File: config.mk
export PLATFORM = sky130hd
export DESIGN_NAME = id_ex_stage
export DESIGN_NICKNAME = d
export VERILOG_FILES = /design/src/rtl/id_ex_stage.sv
export SDC_FILE = /design/constraint.sdc
export NUM_CORES = 1
export LEC_CHECK = 0
export CAP_MARGIN = 20
export CORE_MARGIN = 2
export CORE_UTILIZATION = 40
export DETAILED_ROUTE_END_ITERATION = 10
export PLACE_DENSITY = 0.8
export SETUP_SLACK_MARGIN = 0.3
export SYNTH_ARGS = -nofsm -noshare
export SYNTH_HDL_FRONTEND = slang
export SYNTH_SLANG_ARGS = --single-unit
export TNS_END_PERCENT = 10
File: constraint.sdc
create_clock -name clk -period 2.7 [get_ports clk]
set_clock_uncertainty 0.05 [all_clocks]
set_input_delay 0.27 -clock clk [delete_from_list [all_inputs] [get_ports clk]]
set_output_delay 0.27 -clock clk [all_outputs]
set_load 0.005 [all_outputs]
File: src/rtl/id_ex_stage.sv
// id_ex_stage: ID/EX pipeline register with operand forwarding, stall refresh, flush and bubble counting
module id_ex_stage #(
  parameter int WIDTH = 32,
  parameter int CNT_W = 16
) (
  input  logic             clk,
  input  logic             rst,
  input  logic             id_valid,
  output logic             id_ready,
  input  logic [4:0]       id_rs_addr,
  input  logic [4:0]       id_rt_addr,
  input  logic [4:0]       id_rd_addr,
  input  logic [WIDTH-1:0] id_rs_val,
  input  logic [WIDTH-1:0] id_rt_val,
  input  logic [15:0]      id_imm,
  input  logic             id_imm_sext,
  input  logic [4:0]       id_shamt,
  input  logic             id_use_shamt,
  input  logic             id_use_imm,
  input  logic [3:0]       id_alu_sel,
  input  logic             id_reg_write,
  input  logic             exmem_reg_write,
  input  logic [4:0]       exmem_rd,
  input  logic [WIDTH-1:0] exmem_result,
  input  logic             memwb_reg_write,
  input  logic [4:0]       memwb_rd,
  input  logic [WIDTH-1:0] memwb_result,
  input  logic             ex_stall,
  input  logic             ex_flush,
  output logic [WIDTH-1:0] A,
  output logic [WIDTH-1:0] B,
  output logic [3:0]       ALU_Sel,
  output logic             ex_valid,
  output logic [4:0]       ex_rd_addr,
  output logic             ex_reg_write,
  output logic [CNT_W-1:0] bubble_cnt
);
  logic [WIDTH-1:0] rs_fwd, rt_fwd, imm_ext, shamt_ext, a_next, b_next, a_hold, b_hold;
  logic [4:0]       a_src, b_src, a_src_next;
  logic             a_reg, b_reg, a_reg_next, b_reg_next, shl, shr;

  // EX/MEM beats MEM/WB; register 0 is hardwired and never forwarded
  function automatic logic [WIDTH-1:0] fwd(input logic [4:0] addr, input logic [WIDTH-1:0] val);
    fwd = (exmem_reg_write && exmem_rd == addr && addr != 5'd0) ? exmem_result :
          (memwb_reg_write && memwb_rd == addr && addr != 5'd0) ? memwb_result : val;
  endfunction

  assign id_ready = ~ex_stall;

  // Operand selection for a captured instruction, plus which held operand is a register and which one
  always_comb begin
    rs_fwd     = fwd(id_rs_addr, id_rs_val);
    rt_fwd     = fwd(id_rt_addr, id_rt_val);
    imm_ext    = {{(WIDTH-16){id_imm_sext & id_imm[15]}}, id_imm};
    shamt_ext  = {{(WIDTH-5){1'b0}}, id_shamt};
    shl        = id_use_shamt && id_alu_sel == 4'h0;
    shr        = id_use_shamt && id_alu_sel == 4'h1;
    a_next     = shl ? rt_fwd : shr ? shamt_ext : rs_fwd;
    b_next     = shl ? shamt_ext : shr ? rt_fwd : id_use_imm ? imm_ext : rt_fwd;
    a_src_next = shl ? id_rt_addr : id_rs_addr;
    a_reg_next = ~shr;
    b_reg_next = shr | (~shl & ~id_use_imm);
    a_hold     = a_reg ? fwd(a_src, A) : A;
    b_hold     = b_reg ? fwd(b_src, B) : B;
  end

  // Pipeline register: reset > flush > stall (refresh held operands) > capture > bubble
  always_ff @(posedge clk) begin
    if (!rst) begin
      A            <= '0;
      B            <= '0;
      ALU_Sel      <= '0;
      ex_valid     <= 1'b0;
      ex_rd_addr   <= '0;
      ex_reg_write <= 1'b0;
      bubble_cnt   <= '0;
      a_src        <= '0;
      b_src        <= '0;
      a_reg        <= 1'b0;
      b_reg        <= 1'b0;
    end else if (ex_flush || (!ex_stall && !id_valid)) begin
      ex_valid     <= 1'b0;
      ex_reg_write <= 1'b0;
      bubble_cnt   <= &bubble_cnt ? bubble_cnt : bubble_cnt + 1'b1;
    end else if (ex_stall) begin
      A <= a_hold;
      B <= b_hold;
    end else begin
      A            <= a_next;
      B            <= b_next;
      ALU_Sel      <= id_alu_sel;
      ex_valid     <= 1'b1;
      ex_rd_addr   <= id_rd_addr;
      ex_reg_write <= id_reg_write;
      a_src        <= a_src_next;
      b_src        <= id_rt_addr;
      a_reg        <= a_reg_next;
      b_reg        <= b_reg_next;
    end
  end
endmodule

==> run_results.csv <==
group,metric,value,unit
outcome,status,"complete, no violations",
power,leakagePower,4.38,nW
grt,grt-ovfl-total,0,
clock_network,cts_buffers,9,
critical_path,cp_num_buf_inv,3,
routing,drt_pass1_iterations,6,
finish,fin_nets,1530,
sta,tightest_slew,775,ps
sta,post-route-period-util,90.9,%
critical_path,crit_path_start_kind,"flop",
placed_design,portBuffers,280,
floorplanning,die_y,142,um
clock_network,clk_latency,360,ps
finish,final_cell_mix,"clkdlybuf4s50_1 (276), nand2_1 (159), nor2_1 (106)",
grt,track_usage,30.3,%
synthesis,synth_top_area_cell,"dfxtp_1",
sta,fmax,407,MHz
routing,drt_iter0_drc,929,
floorplanning,core-area,0.0187,mm2
synthesis,synth_edf_count,0,
routing,num_vias,9797,
synthesis,ys_seq_area_share,27.0,%
floorplanning,chipWidth,142,um
synthesis,synthAdderAreaFrac,0.164,%
critical_path,arrival,2650,ps
clock_network,h-tree-depth,3,
synthesis,ys_types,53,
synthesis,syn_avg_cell_area,7.24,um2
grt,antenna_found_initial,0,
finish,final_common_cell,"clkdlybuf4s50_1",
critical_path,worst_path_dominant_cell_family,"simple AND/OR/NAND/NOR gates",
critical_path,crit_path_frequent_cell,"buf_4",
placed_design,dp_hpwl,22.3,mm
hold_path,min-delay-path-class,"in2reg",
job,max_cap_violations,0,
power,power_density,353,mW/mm2
grt,grt_max_degree,53,
critical_path,criticalPathCategory,"reg2reg",
placed_design,place.gp.congestion,0.967,
finish,antenna_cells,0,
synthesis,ys_warn_count,0,
grt,grt_pass1_wl,48.6,mm
synthesis,synthCells,1056,
clock_network,cts_tree,"done",
synthesis,yosys-top-cells-area,"dfxtp_1 (27%), mux2i_1 (8.0%), nand2_1 (7.8%)",
sta,setup_viol,0,
grt,busiest_layer,"met2",
critical_path,crit_slowest_cell,"or4_4",
synthesis,synthFlopType,"dfxtp_1",
floorplanning,initial_utilization,40.9,%
synthesis,async_flop_share,0,%
finish,n_fill_cell,1596,
clock_network,clk_pin_slew_worst_paths,90,ps
critical_path,crit_path_end_kind,"flop",
floorplanning,io_pins,281,
floorplanning,rows,50,
critical_path,path_cells,"or4_4, nor2_4, nor4_4, buf_4, o211ai_4, buf_4, clkbuf_16, o21ai_0, a221o_1",
sta,hold_ws,366,ps
clock_network,cts_hold_buf,0,
synthesis,synth_xor_area_share,5.96,%
clock_network,clk_path_buf_depth,2,
routing,drc,0,
routing,vias_per_cell,6.20,
sta,min_period,2450,ps
routing,wl,33.7,mm
critical_path,cp.required,2900,ps
finish,final_area,0.0118,mm2
grt,grt_use_met1,39.0,%
synthesis,synth_seq_cells,103,
routing,drtAntennaViolNets,0,
synthesis,synth_top_family_by_area,"compound AO/OA/AOI/OAI gates",
critical_path,cp_max_fo,13,
floorplanning,dieArea,0.0202,mm2
power,ir_drop,0.263,mV
clock_network,cts-root-buf,"clkbuf_16",
finish,syn_to_final_growth,54.9,%
sta,relSlewSlack,48.0,%
synthesis,synth-simple-area-share,22.5,%
grt,grt.met2_usage,48.2,%
finish,reg.largest.list,"A: 32 flops, B: 32 flops, bubble_cnt: 16 flops",
synthesis,yosysTopAreaCellShare,27.0,%
synthesis,syn-num-nets,1246,
synthesis,syn_area,0.00764,mm2
grt,grt_use_met3,4.88,%
routing,wl_per_cell,21.3,um
synthesis,synth-compound-area-share,30.6,%
critical_path,crit_path_max_incr_delay,560,ps
sta,final_hold_viol_count,0,
sta,fin_tns_setup,0,ps
clock_network,cts_sinks,103,
grt,grt_pass1_vias,9119,
synthesis,muxShareOfSynthArea,7.99,%
sta,drv_slew,0,
placed_design,placed_area,0.0111,mm2
sta,rsz0062_at_grt,"true",
finish,layout-drive-gt1-share,10.1,%
==> synth_stat cells (5+ instances only) <==
| library cell | number |
|---|---|
| a21oi_1 | 53 |
| a21boi_0 | 14 |
| nor3_1 | 37 |
| nand3b_1 | 5 |
| o211a_1 | 6 |
| o21ai_1 | 37 |
| nand3_1 | 12 |
| dfxtp_1 | 103 |
| inv_1 | 8 |
| and4_1 | 5 |
| buf_2 | 20 |
| a211o_1 | 25 |
| nand4_1 | 11 |
| o311ai_0 | 5 |
| clkbuf_1 | 68 |
| a221o_1 | 25 |
| a31oi_1 | 34 |
| mux2i_1 | 61 |
| a311oi_1 | 28 |
| a211oi_1 | 9 |
| o211ai_1 | 10 |
| nor2_1 | 108 |
| nor4b_1 | 5 |
| and2_1 | 16 |
| xor2_1 | 9 |
| nand2_1 | 159 |
| xnor2_1 | 43 |
| or4_1 | 5 |
| o21ai_0 | 92 |
==> final timing paths <==
path	from	slack, ps	cells after the start	endpoint
hold reg to reg	ALU_Sel[1]$_SDFFE_PN0P_	410	2	ALU_Sel[1]$_SDFFE_PN0P_
setup reg to reg	a_src[0]$_SDFFE_PN0P_	250	9	A[8]$_SDFFE_PN0P_
setup / recovery	a_src[0]$_SDFFE_PN0P_	250	9	A[8]$_SDFFE_PN0P_
hold / removal	rst	370	3	B[21]$_SDFFE_PN0P_
==> tightest hold or removal path: cells and delay by family <==
kind                   cells  cell delay, ps
AOI/OAI and AO/OA          2             190
buffers and inverters      1             260
==> layer usage <==
layer  share of wire [%]  vias up  wire (um)
met3                  11      140       3650
met5                   0        -          0
met4                 5.0        0       1680
li1                    -     4418          -
met1                  39     4519      13000
met2                  46      720      15400
==> through the flow <==
stage,worst slack (ps),instances,util [%],power [mW]
2_1_floorplan,412,1056,-,2.11
3_3_place_gp,4.93,1547,59.5,2.76
3_5_place_dp,-72.7,1547,59.5,2.77
4_1_cts,266,1563,61.1,4.13
5_1_grt,153,1579,63.3,4.32
6_report,246,1579,63.3,4.18
==> repair_timing <==
item / 4_1_cts / 5_1_grt
setup endpoints to repair: 7 / 61
hold endpoints to repair: 0 / 0
gates cloned: 0 / 8
pin swaps: 0 / 9
buffers inserted: 0 / 8
resized for setup: 1 / 23
==> cell families (layout without fill, tap and decap cells) <==
kind of cell	after synthesis	in the layout
compound gates	354	354
flops	103	103
xor+xnor	52	52
buf+inv	104	393
fa+ha+maj	1	1
simple gates	381	381
mux	61	61
==> area by class of cell <==
type	count	area [um2]	share of cell area, %
Clock inverter	7	68.8	0.581
Clock buffer	9	225	1.90
Tap cell	234	293	2.47
Multi-Input combinational cell	849	5260	44.5
Inverter	8	30.0	0.254
Sequential cell	103	2060	17.4
Timing Repair Buffer	369	3900	32.9
==> where the power goes <==
group / switching (mW) / internal [mW] / total [mW] / leakage, nW
clock network: 0.723 / 0.661 / 1.38 / 0.147
logic: 0.532 / 0.626 / 1.16 / 3.39
registers: 0.0542 / 1.59 / 1.64 / 0.839
total: 1.31 / 2.87 / 4.18 / 4.38
(Power assumes the default switching activity.)
